$ cat src/rtl/wreg_hazard_tracker.sv
// Write-register hazard tracker for a five-stage pipeline.
// Each of E, M and W carries a destination register and a Tnew count (cycles
// until that stage's result can be forwarded). The D-stage sources are compared
// against those entries to produce a zero-latency stall and forwarding selects.
// Register 0 is never tracked, and a Tuse of all ones means "source not read".
module wreg_hazard_tracker #(
   parameter int AW = 5,
   parameter int TW = 2
) (
   input  logic          clk,
   input  logic          reset,
   input  logic [AW-1:0] id_wa,
   input  logic          id_we,
   input  logic [TW-1:0] id_tnew,
   input  logic [AW-1:0] id_rs,
   input  logic [AW-1:0] id_rt,
   input  logic [TW-1:0] id_rs_tuse,
   input  logic [TW-1:0] id_rt_tuse,
   output logic          stall,
   output logic [1:0]    fwd_rs_sel,
   output logic [1:0]    fwd_rt_sel,
   output logic [AW-1:0] e_wa,
   output logic [AW-1:0] m_wa,
   output logic [AW-1:0] w_wa
);

   // Stage codes used on the forwarding selects.
   localparam logic [1:0] SEL_RF = 2'd0;
   localparam logic [1:0] SEL_E  = 2'd1;
   localparam logic [1:0] SEL_M  = 2'd2;
   localparam logic [1:0] SEL_W  = 2'd3;

   logic [AW-1:0] wa_e, wa_m, wa_w;
   logic [TW-1:0] tnew_e, tnew_m, tnew_w;
   logic          rs_stall, rt_stall;

   // Saturating decrement: a result that is ready stays ready.
   function automatic logic [TW-1:0] sat0(input logic [TW-1:0] t);
      sat0 = (t == '0) ? '0 : t - 1'b1;
   endfunction

   // Resolve one source: the youngest matching stage wins; returns {stall, sel}.
   // A source of 0 or an unused source (tuse all ones) never matches.
   function automatic logic [2:0] resolve(
      input logic [AW-1:0] src,
      input logic [TW-1:0] tuse,
      input logic [AW-1:0] we_a, input logic [TW-1:0] we_t,
      input logic [AW-1:0] wm_a, input logic [TW-1:0] wm_t,
      input logic [AW-1:0] ww_a, input logic [TW-1:0] ww_t
   );
      logic [1:0]    win;
      logic [TW-1:0] t;
      win = SEL_RF;
      t   = '0;
      if (src != '0 && tuse != '1) begin
         if (src == we_a) begin
            win = SEL_E;
            t   = we_t;
         end else if (src == wm_a) begin
            win = SEL_M;
            t   = wm_t;
         end else if (src == ww_a) begin
            win = SEL_W;
            t   = ww_t;
         end
      end
      resolve = {(win != SEL_RF) && (t > tuse),
                 ((win != SEL_RF) && (t == '0)) ? win : SEL_RF};
   endfunction

   // Hazard resolution for rs and rt against the in-flight stages.
   always_comb begin
      {rs_stall, fwd_rs_sel} = resolve(id_rs, id_rs_tuse, wa_e, tnew_e,
                                       wa_m, tnew_m, wa_w, tnew_w);
      {rt_stall, fwd_rt_sel} = resolve(id_rt, id_rt_tuse, wa_e, tnew_e,
                                       wa_m, tnew_m, wa_w, tnew_w);
      stall = rs_stall | rt_stall;
   end

   // Pipeline advance: M and W always move; E takes a bubble while stalled.
   always_ff @(posedge clk or negedge reset) begin
      if (!reset) begin
         wa_e   <= '0;
         tnew_e <= '0;
         wa_m   <= '0;
         tnew_m <= '0;
         wa_w   <= '0;
         tnew_w <= '0;
      end else begin
         wa_w   <= wa_m;
         tnew_w <= sat0(tnew_m);
         wa_m   <= wa_e;
         tnew_m <= sat0(tnew_e);
         if (stall) begin
            wa_e   <= '0;
            tnew_e <= '0;
         end else begin
            wa_e   <= id_we ? id_wa : '0;
            tnew_e <= id_tnew;
         end
      end
   end

   assign e_wa = wa_e;
   assign m_wa = wa_m;
   assign w_wa = wa_w;

endmodule

$ cat config.mk
export PLATFORM = sky130hd
export DESIGN_NAME = wreg_hazard_tracker
export DESIGN_NICKNAME = d
export VERILOG_FILES = /design/src/rtl/wreg_hazard_tracker.sv
export SDC_FILE = /design/constraint.sdc
export NUM_CORES = 1
export LEC_CHECK = 0
export ABC_AREA = 1
export BUFFER_PORTS_ARGS = -buffer_cell sky130_fd_sc_hd__buf_2
export CAP_MARGIN = 40
export CORE_MARGIN = 1
export CORE_UTILIZATION = 30
export DETAILED_ROUTE_END_ITERATION = 7
export GPL_TIMING_DRIVEN = 0
export PLACE_DENSITY = 0.49
export SLEW_MARGIN = 40
export SYNTH_ARGS = -nofsm -noshare
export SYNTH_HDL_FRONTEND = slang
export SYNTH_SLANG_ARGS = --single-unit
$ cat constraint.sdc
create_clock -name clk -period 2.9 [get_ports clk]
set_input_delay 0.145 -clock clk [delete_from_list [all_inputs] [get_ports clk]]
set_output_delay 0.145 -clock clk [all_outputs]
set_load 0.005 [all_outputs]
==> impl_metrics.csv <==
group,metric,value,unit
sta,rsz0062_at_grt,"no",
clock_network,path_clk_slew,80,ps
hold_path,whs_path_depth,3,
cells_and_area,layout.nets,292,
cells_and_area,antenna_cells,0,
worst_setup_path,reg2reg_depth,13,
worst_setup_path,critical_path.cell_chain,"xor2_1 > nor2_1 > nand4_2 > nor2_1 > nor2_1 > nand2_1 > inv_1 > ha_1 > a21oi_1 > a21oi_1 > nand2_4 > nand2_8 > buf_2",
detailed_routing,drc,0,
detailed_routing,via_per_inst,4.20,
floorplan,std_cell_rows,25,
synthesis,yosysTopAreaCell,"dfrtp_1",
job,max_cap_violations,0,
floorplan,die_h,74.1,um
sta,slew_headroom,68.8,%
global_routing,antenna_found_initial,0,
floorplan,initial_core_util,32.2,%
global_routing,gr-usage-met3,1.90,%
worst_setup_path,critPathLaunchType,"register",
worst_setup_path,required,2760,ps
pwr,p_leak,1.10,nW
detailed_routing,wirelength,3530,um
cells_and_area,final_cell_count_no_fill,330,
hold_path,hp-class,"input port to register",
detailed_routing,vias,1387,
worst_setup_path,worst_path_most_repeated_cell,"nor2_1",
pwr,powerDensity,378,nW/um2
synthesis,ys_types,26,
status,status,"finished, final reports clean",
sta,fmax,0.383,GHz
detailed_routing,drt_pass1_iterations,4,
synthesis,netlist_top_cells_area,"dfrtp_1 (34%), nand2_1 (13%), inv_1 (7.2%)",
floorplan,dieArea,5490,um2
floorplan,io_pins,44,
worst_setup_path,worstSetupPathType,"register to output port",
clock_network,clock-sinks,21,
clock_network,numCtsBuffers,3,
worst_setup_path,cp_max_fo,8,
place,place_area,1850,um2
global_routing,grt_max_degree,22,
place,gp_congestion,0.767,
synthesis,yosysWarnings,0,
place,hpwl,2950,um
cells_and_area,final_cell_area,1910,um2
global_routing,gr-usage-all-layers,14.2,%
global_routing,first_global_vias,1304,
synthesis,syn_area_per_cell,7.19,um2
worst_setup_path,crit_path_max_incr_delay,430,ps
cells_and_area,area_growth,22.1,%
sta,layout_min_cycle_time,2610,ps
worst_setup_path,cp_slowest_cell,"dfrtp_1",
clock_network,cts_tree,"built",
clock_network,insertion_delay,260,ps
sta,fin_tns_setup,0,ps
sta,finalHoldViolCount,0,
worst_setup_path,setup.worst_path.end_class,"output port",
place,port_buffers,41,
global_routing,gr-usage-met1,20.2,%
floorplan,die_w,74.1,um
place,placed_cells,325,
clock_network,post_cts_resize_count,0,
sta,slew_violations,0,
clock_network,cts.htree.levels,1,
synthesis,ys_seq_area_share,33.7,%
worst_setup_path,critPathArrivalTime,2470,ps
sta,tightestPinTransition,468,ps
cells_and_area,drive_gt1_share,31.6,%
synthesis,syn_nets,245,
detailed_routing,ant_nets,0,
floorplan,core,4850,um2
clock_network,clk_path_buf_depth,2,
global_routing,met2_usage,22.7,%
synthesis,synth.top_cell.area_share,33.7,%
global_routing,grt_pass1_wl,5910,um
sta,skew,5.62,ps
global_routing,grt-ovfl-total,0,
synthesis,synth-seq-cells,21,
global_routing,grt-busiest-layer,"met2",
pwr,irDropWorstVdd,0.183,mV
clock_network,cts-root-buf,"clkbuf_8",
detailed_routing,wl_per_cell,10.7,um
sta,setup_viol,0,
sta,finalCritPeriodShare,90.1,%
synthesis,synth_cells,217,
synthesis,syn_area,1560,um2
detailed_routing,drt_iter0_markers,39,
==> per-stage QoR <==
step                      total power, mW  hold WS, ps  setup WS (ps)  utilization [%]
after CTS                           0.733         90.7            265             39.3
final                               0.721         94.6            289             39.3
after floorplan                     0.461         -151            941                -
after global routing                0.775         96.4           34.8             39.3
after detailed placement            0.532          133            583             38.1
after global placement              0.531          132            602             38.1
==> cells in the mapped netlist <==
| library cell | instances |
|---|---|
| a21oi_1 | 5 |
| buf_2 | 1 |
| buf_4 | 1 |
| clkinv_1 | 1 |
| dfrtp_1 | 21 |
| ha_1 | 4 |
| inv_1 | 30 |
| inv_2 | 7 |
| nand2_1 | 54 |
| nand2_2 | 6 |
| nand2_4 | 2 |
| nand2_8 | 1 |
| nand3_1 | 14 |
| nand3_2 | 2 |
| nand3_4 | 1 |
| nand4_1 | 3 |
| nand4_2 | 1 |
| nor2_1 | 23 |
| nor2_2 | 14 |
| nor2_4 | 1 |
| nor3_1 | 2 |
| o21ai_1 | 3 |
| o21ai_2 | 1 |
| or2_0 | 1 |
| xnor2_1 | 9 |
| xor2_1 | 9 |
==> power by group <==
part / internal, mW / leakage [nW] / switching, mW / total [mW]
logic: 0.0779 / 0.809 / 0.111 / 0.189
clock network: 0.0959 / 0.0255 / 0.100 / 0.196
registers: 0.312 / 0.270 / 0.0239 / 0.335
==> timing repair <==
| item | CTS | global route |
|---|---|---|
| endpoints found under the hold margin | 21 | 0 |
| setup endpoints to repair | 0 | 0 |
| setup buffers | 0 | 0 |
| hold buffers | 1 | 0 |
==> critical path, delay by kind of cell (launching register included) <==
kind / cells / cell delay, ps
AND/OR/NAND/NOR: 7 / 860
adder cells (fa/ha/maj): 1 / 290
AO/OA/AOI/OAI: 2 / 280
flip-flops: 1 / 430
buffers and inverters: 2 / 170
XOR/XNOR: 1 / 180
==> area by class of cell <==
cell class | instances | area (um2)
Timing Repair Buffer | 42 | 215
Fill cell | 527 | 2940
Inverter | 38 | 143
Buffer | 2 | 12.5
Multi-Input combinational cell | 156 | 880
Clock inverter | 1 | 5.00
Sequential cell | 21 | 526
Tap cell | 67 | 83.8
Clock buffer | 3 | 41.3
==> worst paths after layout <==
kind                       startpoint   endpoint  slack [ps]
hold / removal             id_tnew[1]  tnew_e[1]          90
hold reg to reg               m_wa[2]    w_wa[2]         460
setup / recovery              e_wa[4]      stall         290
min in group asynchronous       reset    m_wa[1]         360
max in group asynchronous       reset  tnew_w[1]        2220
setup reg to reg              e_wa[4]  tnew_e[0]         680
==> state kept, by name, indices dropped and copies added, names as in the netlist <==
register  cells
e_wa          5
m_wa          5
w_wa          5
tnew_e        2
tnew_m        2
tnew_w        2
==> cell families after synthesis <==
| group | count (synthesis) | share of synthesized area [%] |
|---|---|---|
| fa+ha+maj | 4 | 3.21 |
| buf+inv | 40 | 9.94 |
| compound gates | 9 | 3.13 |
| simple gates | 125 | 39.9 |
| xor+xnor | 18 | 10.1 |
| flops | 21 | 33.7 |
==> per-layer routing <==
layer  part of all wire, %  vias up  wire length, um
met3                   3.3        5              117
met2                    44       34             1550
met1                    52      600             1820
met4                   1.1        0               40
met5                     0        -                0
li1                      -      748                -
==> placed cells by master (no fill, tap or decap), types with 4 or more instances in the layout <==
master    n
a21oi_1   5
nand2_2   6
inv_2     7
nand3_1  14
nand2_1  54
dfrtp_1  21
inv_1    30
ha_1      4
xnor2_1   9
xor2_1    9
nor2_1   23
nor2_2   14
buf_2    42
Note: power is estimated with default switching activity, not from simulation.
